**src/rtl/led_pattern_gen.sv**
```systemverilog
// Multi-channel configurable pattern generator (off / toggle / PWM / on).
// Each channel runs independently; channels share only the config write bus and sync_restart.

module led_pattern_chan #(
  parameter int CNT_W          = 26,
  parameter int DEFAULT_PERIOD = 50000000
) (
  input  logic             clk,
  input  logic             rst_n,
  input  logic             wr_i,
  input  logic [1:0]       sel_i,
  input  logic [CNT_W-1:0] data_i,
  input  logic             restart_i,
  output logic             out_o,
  output logic             tick_o
);
  typedef enum logic [1:0] {
    M_OFF    = 2'd0,
    M_TOGGLE = 2'd1,
    M_PWM    = 2'd2,
    M_ON     = 2'd3
  } mode_e;

  localparam logic [1:0]       SEL_PER  = 2'd0;
  localparam logic [1:0]       SEL_HIGH = 2'd1;
  localparam logic [1:0]       SEL_MODE = 2'd2;
  localparam logic [CNT_W-1:0] RST_PER  = CNT_W'(DEFAULT_PERIOD);
  localparam logic [CNT_W-1:0] RST_HIGH = CNT_W'(DEFAULT_PERIOD / 2);
  localparam logic [CNT_W-1:0] ONE      = CNT_W'(1);

  logic [CNT_W-1:0] per_q, per_d;
  logic [CNT_W-1:0] high_q, high_d;
  logic [CNT_W-1:0] cnt_q, cnt_d;
  logic [CNT_W-1:0] last, step;
  mode_e            mode_q, mode_d;
  logic             out_q, out_d;
  logic             tick_q, tick_d;
  logic             restart, wrap;

  // Post-write register view; a restart in the same cycle must see these values.
  always_comb begin
    per_d  = per_q;
    high_d = high_q;
    mode_d = mode_q;
    if (wr_i) begin
      case (sel_i)
        SEL_PER:  per_d  = data_i;
        SEL_HIGH: high_d = data_i;
        SEL_MODE: mode_d = mode_e'(data_i[1:0]);
        default:  ;
      endcase
    end
  end

  // Comparing against Pe-1 (P==0 treated as 1) keeps cnt+1 from ever overflowing.
  assign restart = restart_i || (wr_i && (sel_i == SEL_PER || sel_i == SEL_MODE));
  assign last    = (per_q == '0) ? '0 : per_q - ONE;
  assign wrap    = (cnt_q == last);
  assign step    = wrap ? '0 : cnt_q + ONE;

  always_comb begin
    cnt_d  = '0;
    out_d  = 1'b0;
    tick_d = 1'b0;
    if (restart) begin
      out_d = (mode_d == M_ON) || (mode_d == M_PWM && high_d != '0);
    end else begin
      case (mode_q)
        M_TOGGLE: begin
          cnt_d  = step;
          tick_d = wrap;
          out_d  = out_q ^ wrap;
        end
        M_PWM: begin
          cnt_d  = step;
          tick_d = wrap;
          out_d  = (step < high_q);
        end
        M_ON:    out_d = 1'b1;
        default: ;
      endcase
    end
  end

  always_ff @(posedge clk or negedge rst_n) begin
    if (!rst_n) begin
      per_q  <= RST_PER;
      high_q <= RST_HIGH;
      mode_q <= M_TOGGLE;
      cnt_q  <= '0;
      out_q  <= 1'b0;
      tick_q <= 1'b0;
    end else begin
      per_q  <= per_d;
      high_q <= high_d;
      mode_q <= mode_d;
      cnt_q  <= cnt_d;
      out_q  <= out_d;
      tick_q <= tick_d;
    end
  end

  assign out_o  = out_q;
  assign tick_o = tick_q;
endmodule

module led_pattern_gen #(
  parameter  int CHANNELS       = 3,
  parameter  int CNT_W          = 26,
  parameter  int DEFAULT_PERIOD = 50000000,
  localparam int CH_W           = (CHANNELS > 1) ? $clog2(CHANNELS) : 1
) (
  input  logic                clk,
  input  logic                rst_n,
  input  logic                cfg_we,
  input  logic [CH_W-1:0]     cfg_ch,
  input  logic [1:0]          cfg_sel,
  input  logic [CNT_W-1:0]    cfg_data,
  input  logic                sync_restart,
  output logic [CHANNELS-1:0] out,
  output logic [CHANNELS-1:0] tick
);
  // Out-of-range cfg_ch matches no instance, so such writes fall away naturally.
  for (genvar i = 0; i < CHANNELS; i++) begin : g_chan
    logic hit;
    assign hit = cfg_we && (cfg_ch == CH_W'(i));

    led_pattern_chan #(
      .CNT_W          (CNT_W),
      .DEFAULT_PERIOD (DEFAULT_PERIOD)
    ) u_chan (
      .clk       (clk),
      .rst_n     (rst_n),
      .wr_i      (hit),
      .sel_i     (cfg_sel),
      .data_i    (cfg_data),
      .restart_i (sync_restart),
      .out_o     (out[i]),
      .tick_o    (tick[i])
    );
  end
endmodule

```
**config.mk**
```make
export PLATFORM = sky130hd
export DESIGN_NAME = led_pattern_gen
export DESIGN_NICKNAME = d
export VERILOG_FILES = /design/src/rtl/led_pattern_gen.sv
export SDC_FILE = /design/constraint.sdc
export NUM_CORES = 1
export LEC_CHECK = 0
export ABC_AREA = 1
export CORE_MARGIN = 1.5
export CORE_UTILIZATION = 65
export DETAILED_ROUTE_END_ITERATION = 8
export PLACE_DENSITY = 0.83
export SYNTH_ARGS = -nofsm -noshare
export SYNTH_HDL_FRONTEND = slang
export SYNTH_SLANG_ARGS = --single-unit
```
**constraint.sdc**
```tcl
create_clock -name clk -period 6.96 [get_ports clk]
set_input_delay 1.044 -clock clk [delete_from_list [all_inputs] [get_ports clk]]
set_output_delay 1.044 -clock clk [all_outputs]
set_load 0.01 [all_outputs]
```
# After elaboration in Yosys (flattened, before gate mapping)
# Cells that the tools add are included.
# word_totals
register_bits,246
inputBits,34
out_inout_bits,6
elab_cells,118
# classes
addsub,6
n_lt_le_gt_ge,3
n_eq_ne,22
mux,36
n_bitwise,3
reduce_logical,30
# ops
operator,count
26-bit two-way mux,18
26-bit by 1-bit adder with 26-bit output (second input constant),3
26-bit == test,3
26-bit zero test,3
26-bit < comparator,3
26-bit nonzero test,3
26-bit by 1-bit subtractor with 26-bit output (second input constant),3
2-bit == test (second input constant),14
2-bit two-way mux,6
2-bit by 1-bit == test with 1-bit output (second input constant),5
1-bit logical AND,9
1-bit two-way mux,9
1-bit case mux with 3 select lines,3
1-bit logical OR,7
2-bit AND reduction,3
2-bit OR reduction,3
2-bit zero test,2
1-bit bitwise XOR,3

# Depth between registers and ports, before layout
# depth
ltp_word,7
mapped_depth,32
depth_no_buf,31

# By module
# A second synthesis with hierarchy kept.
# unflattened
hier_cells,2543
area_unflattened_um2,17818.3
# by_module_without_submodules
mod,instances,cells_each,area_each_um2,seq_area_each_um2
led_pattern_chan at g_chan[1].u_chan,1,835,5947.0,2083.2
led_pattern_chan at g_chan[0].u_chan,1,835,5930.7,2083.2
led_pattern_chan at g_chan[2].u_chan,1,866,5914.4,2083.2
led_pattern_gen,1,7,26.3,0.0

# Worst setup path before layout
# No wires, ideal clock.
# synth_path
kind,reg-to-reg
from,register g_chan[1].u_chan.per_q[0]
to,register g_chan[1].u_chan.out_q
arrival_ns,3.595
path_slack_ns,3.244
path_stages_with_launch,29
path_buffers,3
path_cell_list,dfrtp_1 -> inv_1 -> ha_1 -> nand2_2 -> nor2_8 -> nand2_1 -> inv_2 -> nand2_1 -> buf_6 -> buf_6 -> nand4_1 -> nand2_1 -> nor4b_1 -> nand2_1 -> nor4_2 -> buf_2 -> nor2_1 -> ha_1 -> nand2_1 -> inv_1 -> nand3_1 -> nor4_1 -> inv_1 -> nor4_1 -> nand2_1 -> nand2_1 -> nand2_1 -> nand2_1 -> nand2_1
# synth_via
elab_chain_len,7
# synth_rtl
item,line,source
start: declaration,31,"logic [CNT_W-1:0] per_q, per_d;"
start signal: assignment,94,per_q <= per_d;
26-bit by 1-bit subtractor with 26-bit output / 26-bit zero test (equally long branches),57,assign last = (per_q == '0) ? '0 : per_q - ONE;
26-bit two-way mux (*),57,
26-bit == test (*),58,assign wrap = (cnt_q == last);
26-bit two-way mux,59,assign step = wrap ? '0 : cnt_q + ONE;
26-bit < comparator,77,out_d = (step < high_q);
1-bit case mux with 3 select lines (*),68,case (mode_q)
1-bit two-way mux (*),65,if (restart) begin
via g_chan[1].u_chan.out_d,36,"logic out_q, out_d;"
end signal: assignment,98,out_q <= out_d;
end: declaration,36,
# The timed path passes the listed nets; every way through them passes the cells marked *.
# A chain may end at the register's enable or synchronous reset.

# Final worst setup path
# Ends and elaborated chain as after synthesis.

==> metrics.txt <==
Max Clock Skew=0.0152 ns; area share of the leading cell type in the synthesized netlist=24.7%; end of the worst register-to-register path=g_chan[1].u_chan.out_o$_DFF_PN0_; post-DP HPWL=41.6 mm; worst skew pair latency=0.57 ns; PD cells=268 mW/mm²; Hold Path End=g_chan[2].u_chan.per_q[0]$_DFFE_PN0P_; crit path launch type=flip-flop; chip height=166 µm; Area growth syn-to-layout=8.82%; RSZ-0062 raised after global routing=false; CP Buf/Inv Count=3; Clock transition at path regs=0.06 ns; final setup fails=0; CTS tree=done; Port Buffer Count=39; fin nets=2,680; setup TNS=0 ns; Post-Syn Area per Cell=6.84 µm²; Iter 0 DRT Violations=2,119; number of distinct library cells after synthesis=51; cells on worst reg2reg path=25; n_diodes=0; met3 global-route usage=5.06%; Peak VDD IR=0.218 mV; first-pass GRT wire length=85.8 mm; number of global-route vias before repair=16,200; fill cell count=2,148; Area contributors post-synth=dfrtp_1 25%, nand2_1 14%, dfstp_2 11%; WP depth=25; Row Count=59; sequential element share of the synthesized area=36.0%; GRT Util Overall=39.2%; Post-DRT Antenna Nets=0; CP max stage delay=0.61 ns; M1 GR Usage=54.4%; Net Count, Synth=2,665; initial antenna violation count=3; via count=17,300; layout cells sized above 1=7.26%; multi-input combinational cell area=0.00929 mm²; drt first pass iters=9; Initial Utilization=66.4%; kind of critical path=reg2reg; maximum clock rate=0.203 GHz; I/O pins=40; Seq. cell area=0.00625 mm²; HP Start=g_chan[2].u_chan.per_q[0]$_DFFE_PN0P_; FFs w/ async S/R, synth=100%; H-Tree Depth=1; worst relative slew slack=27.8%; post-synth top area cell=dfrtp_1; largest net degree at the start of global routing=101; Critical Path Start=g_chan[1].u_chan.per_q[0]$_DFFE_PN0P_; DRC=2; dpl cell area=0.0179 mm²; Seq cells post-synth=246; Crit. End Element=flip-flop; Post-CTS Hold Buffers=0; GRT Max-Usage Layer=met2; Hold Crit Class=reg2reg; GPL Wtd Cong=0.961; Final Routed Wirelength=54.2 mm; total clock sinks=246; failing checks=DRC; WP data arrival=5.42 ns; fin area=0.0189 mm²; Wirelength per Cell=18.6 µm; R2R setup slack=2.04 ns; Crit path top cell by count=nand2_1; outcome=finished with violations; Hold Violations, Final=0; Lkg Pwr=9.53 nW; slowest cell on the critical path=nand2_1; Num CTS Buffers=27; critical path's top delay family=simple AND/OR/NAND/NOR gates; die width=166 µm; number of enable flip-flop cells after synthesis=0; Setup Buffers After CTS=0; Final Cycle Share=70.7%; hold-critical path depth=2; most common cell in the netlist=nand2_1; Worst EP required=7.46 ns; Syn Inst Count=2,538; Post-synth top flop=dfrtp_1; core area=0.0261 mm²; vias per cell=5.96; post-synthesis cell area=0.0174 mm²; CTS root buffer=clkbuf_16; total die area=0.0277 mm²; worst reg2reg startpoint=g_chan[1].u_chan.per_q[0]$_DFFE_PN0P_; Max-Cap Viols=0; Bufs on Longest Clock Path=3; cts repair resizes=0; Final min period=4.92 ns; CP Max Fanout=38; Slew Limit Fails=0; Commonest cells post-synth=661 x nand2_1, 383 x inv_1, 325 x nor2_1; GRT met2 Usage=63.3%; Worst Max-Slew Pin Slew=1.08 ns; gr ovfl total=0; Synthesis Warnings=0
-- cells by family after synthesis --
| logic type | count (synthesis) | share of synthesized area [%] |
|---|---|---|
| xor gates and xnor gates | 57 | 2.88 |
| muxes | 1 | 0.0577 |
| adders and majority gates | 93 | 6.70 |
| AOI/OAI and AO/OA | 251 | 8.20 |
| and+or+nand+nor | 1425 | 35.7 |
| buffers and inverters | 465 | 10.5 |
| DFF | 246 | 36.0 |
-- layout by cell type, fill, tap and decap left out, drive strengths merged, types with 6 or more instances in the layout --
master / Yosys / layout
nor2: 346 / 346
clkbuf: 35 / 36
xor2: 51 / 51
xnor2: 6 / 6
nor3: 72 / 72
o21bai: 10 / 10
o21ai: 140 / 140
nand4: 80 / 80
dfrtp: 171 / 171
inv: 397 / 400
ha: 93 / 93
dfstp: 75 / 75
buf: 29 / 12
a21oi: 24 / 24
nor4: 41 / 41
clkinv: 4 / 11
nand2: 670 / 670
clkdlybuf4s50: 0 / 38
nand3: 201 / 201
o22ai: 51 / 51
-- flip-flops by register name, summed over array words and instances (netlist names) --
name / count
g_chan.u_chan.mode_q: 6
g_chan.u_chan.cnt_q: 78
g_chan.u_chan.per_q: 78
g_chan.u_chan.tick_o: 3
g_chan.u_chan.high_q: 78
g_chan.u_chan.out_o: 3
-- worst min-delay path, stage by stage, from the launching register on --
cell     delay (ns)
dfrtp_1        0.34
nand2_1        0.05
o21ai_0        0.06
-- through the flow --
| step | worst slack (ns) | std cells | power, W | utilization [%] | hold slack, ns |
|---|---|---|---|---|---|
| final | 2.04 | 2909 | 0.00507 | 72.3 | 0.488 |
| after detailed placement | 2.04 | 2859 | 0.00350 | 68.7 | 0.475 |
| after global routing | 1.47 | 2909 | 0.00535 | 72.3 | 0.524 |
| after floorplan | 3.24 | 2538 | 0.00303 | - | 0.453 |
| after global placement | 2.20 | 2859 | 0.00344 | 68.7 | 0.469 |
| after CTS | 2.10 | 2909 | 0.00503 | 72.3 | 0.489 |
-- how the worst max path moves through the flow --
stage                                                   to
after global routing      g_chan[1].u_chan.out_o$_DFF_PN0_
after CTS                 g_chan[1].u_chan.out_o$_DFF_PN0_
final                     g_chan[1].u_chan.out_o$_DFF_PN0_
after detailed placement  g_chan[0].u_chan.out_o$_DFF_PN0_
after floorplan           g_chan[1].u_chan.out_o$_DFF_PN0_
after global placement    g_chan[0].u_chan.out_o$_DFF_PN0_
-- power by group --
group          internal [W]  leakage [nW]  switching (W)  total, W
Clock              0.000897         0.468       0.000636   0.00153
Sequential          0.00172          3.03       0.000205   0.00192
Combinational      0.000527          6.04        0.00108   0.00161
-- per-layer routing --
| layer | part of all wire (%) | routed length [µm] |
|---|---|---|
| met3 | 9.0 | 4860 |
| met5 | 0 | 0 |
| met2 | 45 | 24500 |
| met1 | 42 | 22600 |
| met4 | 4.1 | 2230 |
-- final cells by class --
class | instances | area share [%]
multi-input cells | 1827 | 49.2
flip-flops and latches | 246 | 33.1
inverters | 401 | 7.97
clock buffers | 36 | 4.08
repair buffers | 50 | 2.53
well taps | 335 | 2.22
clock inverters | 14 | 0.921
Power figures use the tool's default switching activity.
==> variant (same settings) <==
`CNT_W` is set to 26 in 2 places; all go to 30.
--- a/src/rtl/led_pattern_gen.sv
+++ b/src/rtl/led_pattern_gen.sv
@@ -3,5 +3,5 @@
 
 module led_pattern_chan #(
-  parameter int CNT_W          = 26,
+  parameter int CNT_W          = 30,
   parameter int DEFAULT_PERIOD = 50000000
 ) (
@@ -107,5 +107,5 @@
 module led_pattern_gen #(
   parameter  int CHANNELS       = 3,
-  parameter  int CNT_W          = 26,
+  parameter  int CNT_W          = 30,
   parameter  int DEFAULT_PERIOD = 50000000,
   localparam int CH_W           = (CHANNELS > 1) ? $clog2(CHANNELS) : 1
Ports: changed (resized cfg_data); port bits go from 40 to 44. No check against the original RTL was run, so the function may have changed too.
==> variant against the original RTL <==
- worst setup slack got worse by 0.44 ns
- sequential share of layout area decreased by 0.16 points
- total power rose by 15%
- clock power rose by 18%
- sequential power is 15% higher
- first-iteration DRC count up 14%
- synthesized area increased by 15%
- design area grew 15%
- die area up 15%
- count of clock-buffer cells in the layout is 3 higher
- maximum frequency fell by 8.2%
- largest cell class unchanged
- largest power group unchanged
- sequential cell count rose by 36
- critical endpoint is now g_chan[2].u_chan.out_o
- routed wire length increased by 25%
==> variant: results (changes against the original RTL) <==
| Metric | Value |
|---|---|
| WHS | `0.457 ns (was 0.488 ns)` |
| R2r endpoint | `g_chan[2].u_chan.out_o (was g_chan[1].u_chan.out_o)` |
| Largest regs | `g_chan.u_chan.cnt_q: 90 flops, g_chan.u_chan.high_q: 90 flops, g_chan.u_chan.per_q: 90 flops (was g_chan.u_chan.cnt_q: 78 flops, g_chan.u_chan.high_q: 78 flops, g_chan.u_chan.per_q: 78 flops)` |
| Worst-Skew Late Latency | `0.62 ns (was 0.57 ns)` |
| Complex-gate fraction of the synthesized area | `0.0835 (was 0.0820)` |
| Adder-cell area share of the yosys netlist | `0.0658 (was 0.0670)` |
| I/O Buffers | `43 (was 39)` |
| R2R cell count | `24 (was 25)` |
| Vias in the first global route | `19379 (was 16229)` |
| Dpl ws | `1.66 ns (was 2.04 ns)` |
| WL/cell | `20.4 µm (was 18.6 µm)` |
| CTS clk-pin slew, worst paths | `0.06 ns (about the same)` |
| Worst Path Arrival | `5.85 ns (was 5.42 ns)` |
| Synth top cells by count | `nand2_1, inv_1, nor2_1 (unchanged)` |
| Layout cells sized above 1 | `0.0627 (was 0.0726)` |
| Leak pwr | `10.7 nW (was 9.53 nW)` |
| GPL Wtd Cong | `1.05 (was 0.961)` |
| RR Startpoint | `g_chan[2].u_chan.per_q[0] (was g_chan[1].u_chan.per_q[0])` |
| Mux share of post-synthesis cell area | `0.000501 (was 0.000577)` |
| Pre-antenna DRT Iters | `7 (was 9)` |
| Hold crit path type | `primary input to async pin (was register to register)` |
| Measured slew at the worst slew-check pin | `1.19 ns (was 1.08 ns)` |
| Starting DRT DRC Count | `2415 (was 2119)` |
| Outcome | `completed (was finished with violations)` |
| Maximum fanout along the worst path | `25 (was 38)` |
| Fillers | `2344 (was 2148)` |
| Clk_skew | `0.0579 ns (was 0.0152 ns)` |
| Syn nets | `3048 (was 2665)` |
| Via Count | `20609 (was 17324)` |
| Via density | `6.20 (was 5.96)` |
| R2r setup slk | `1.60 ns (was 2.04 ns)` |
| Cells after synthesis | `2905 (was 2538)` |
| Initial antenna violation count | `1 (was 3)` |
| All-Layer GR Usage | `0.434 (was 0.392)` |
| Seq/Total Area, Yosys | `0.358 (was 0.360)` |
| Placed insts | `3267 (was 2859)` |
| First-pass GRT wire length | `105000 µm (was 85800 µm)` |
| Worst vdd ir | `0.000310 V (was 0.000218 V)` |
| Synth Area in XOR/XNOR | `0.0312 (was 0.0288)` |
| Top post-synthesis cells by area | `dfrtp_1, nand2_1, dfstp_2 (unchanged)` |
| HPWL Detailed | `50500 µm (was 41600 µm)` |
-- variant: changes by cell type after synthesis, sizes merged, moves of 18 or more --
cell    before  now
clkbuf      35   55
dfrtp      171  207
inv        397  426
nand2      670  747
nand4       80  125
nor2       346  397
nor3        72   92
nor4        41   62
o21ai      140  158
xor2        51   71
-- variant: worst max-delay path, cell delays in order, from the launching register on --
cell,delay (ns)
dfrtp_1,0.40
inv_1,0.12
ha_1,0.22
nand3_1,0.15
nor2_1,0.56
nand2_1,0.19
nor2_4,0.26
inv_2,0.18
nand3_1,0.14
xor2_1,0.14
nand2_1,0.07
nor2_1,0.14
nand3_1,0.44
inv_1,0.81
nor2_1,0.15
ha_1,0.33
nand2_1,0.07
nor2_1,0.13
nand4_1,0.14
nor4_1,0.27
nand2_1,0.09
nand2_1,0.07
nand2_1,0.06
nand2_1,0.06
nand2_1,0.05
-- variant: worst max-delay path by stage --
stage,start,endpoint,slack [ns],cells past startpoint
after floorplan,g_chan[2].u_chan.per_q[0],g_chan[2].u_chan.out_o,3.40,28
after global placement,g_chan[2].u_chan.per_q[0],g_chan[2].u_chan.out_o,1.91,24
after detailed placement,g_chan[2].u_chan.per_q[0],g_chan[2].u_chan.out_o,1.66,24
after CTS,g_chan[2].u_chan.per_q[0],g_chan[2].u_chan.out_o,1.71,24
after global routing,g_chan[2].u_chan.per_q[0],g_chan[2].u_chan.out_o,1.12,24
final,g_chan[2].u_chan.per_q[0],g_chan[2].u_chan.out_o,1.60,24
-- variant: cells by family (layout without fill, tap and decap cells) --
kind of cell,count (synthesis),after routing
compound gates,295,295
xor+xnor,71,71
fa+ha+maj,105,105
buf+inv,511,539
flops,282,282
mux,1,1
other cells,0,2
simple gates,1640,1640
-- variant: metrics by stage --
step                       util  cell area (µm²)
after floorplan               -            20000
after global placement    0.688            20600
after detailed placement  0.688            20600
after CTS                 0.725            21700
after global routing      0.725            21700
final                     0.725            21700
-- variant: metal layers --
layer	wire, µm	share of wire	global-route usage	up-vias
met5	0	0	0	-
met4	4440	0.065	0.243	0
met3	7630	0.11	0.0995	285
met2	28600	0.42	0.651	1299
met1	27200	0.40	0.579	9541
li1	-	-	-	9484
-- variant: area by class of cell --
type	instances	area share
Sequential cell	282	0.329
Inverter	426	0.0736
Antenna cell	2	0.000230
Clock inverter	17	0.0138
Clock buffer	39	0.0375
Multi-Input combinational cell	2112	0.498
Tap cell	390	0.0225
Timing Repair Buffer	57	0.0255
-- variant: power by group through the flow --
stage               Combinational, mW  Sequential [mW]  Clock [mW]
finish                           1.80             2.21        1.80
floorplan                        1.27             2.13           0
global placement                 1.65             2.20           0
global route                     2.01             2.23        1.87
CTS                              1.75             2.19        1.80
detailed placement               1.71             2.21           0
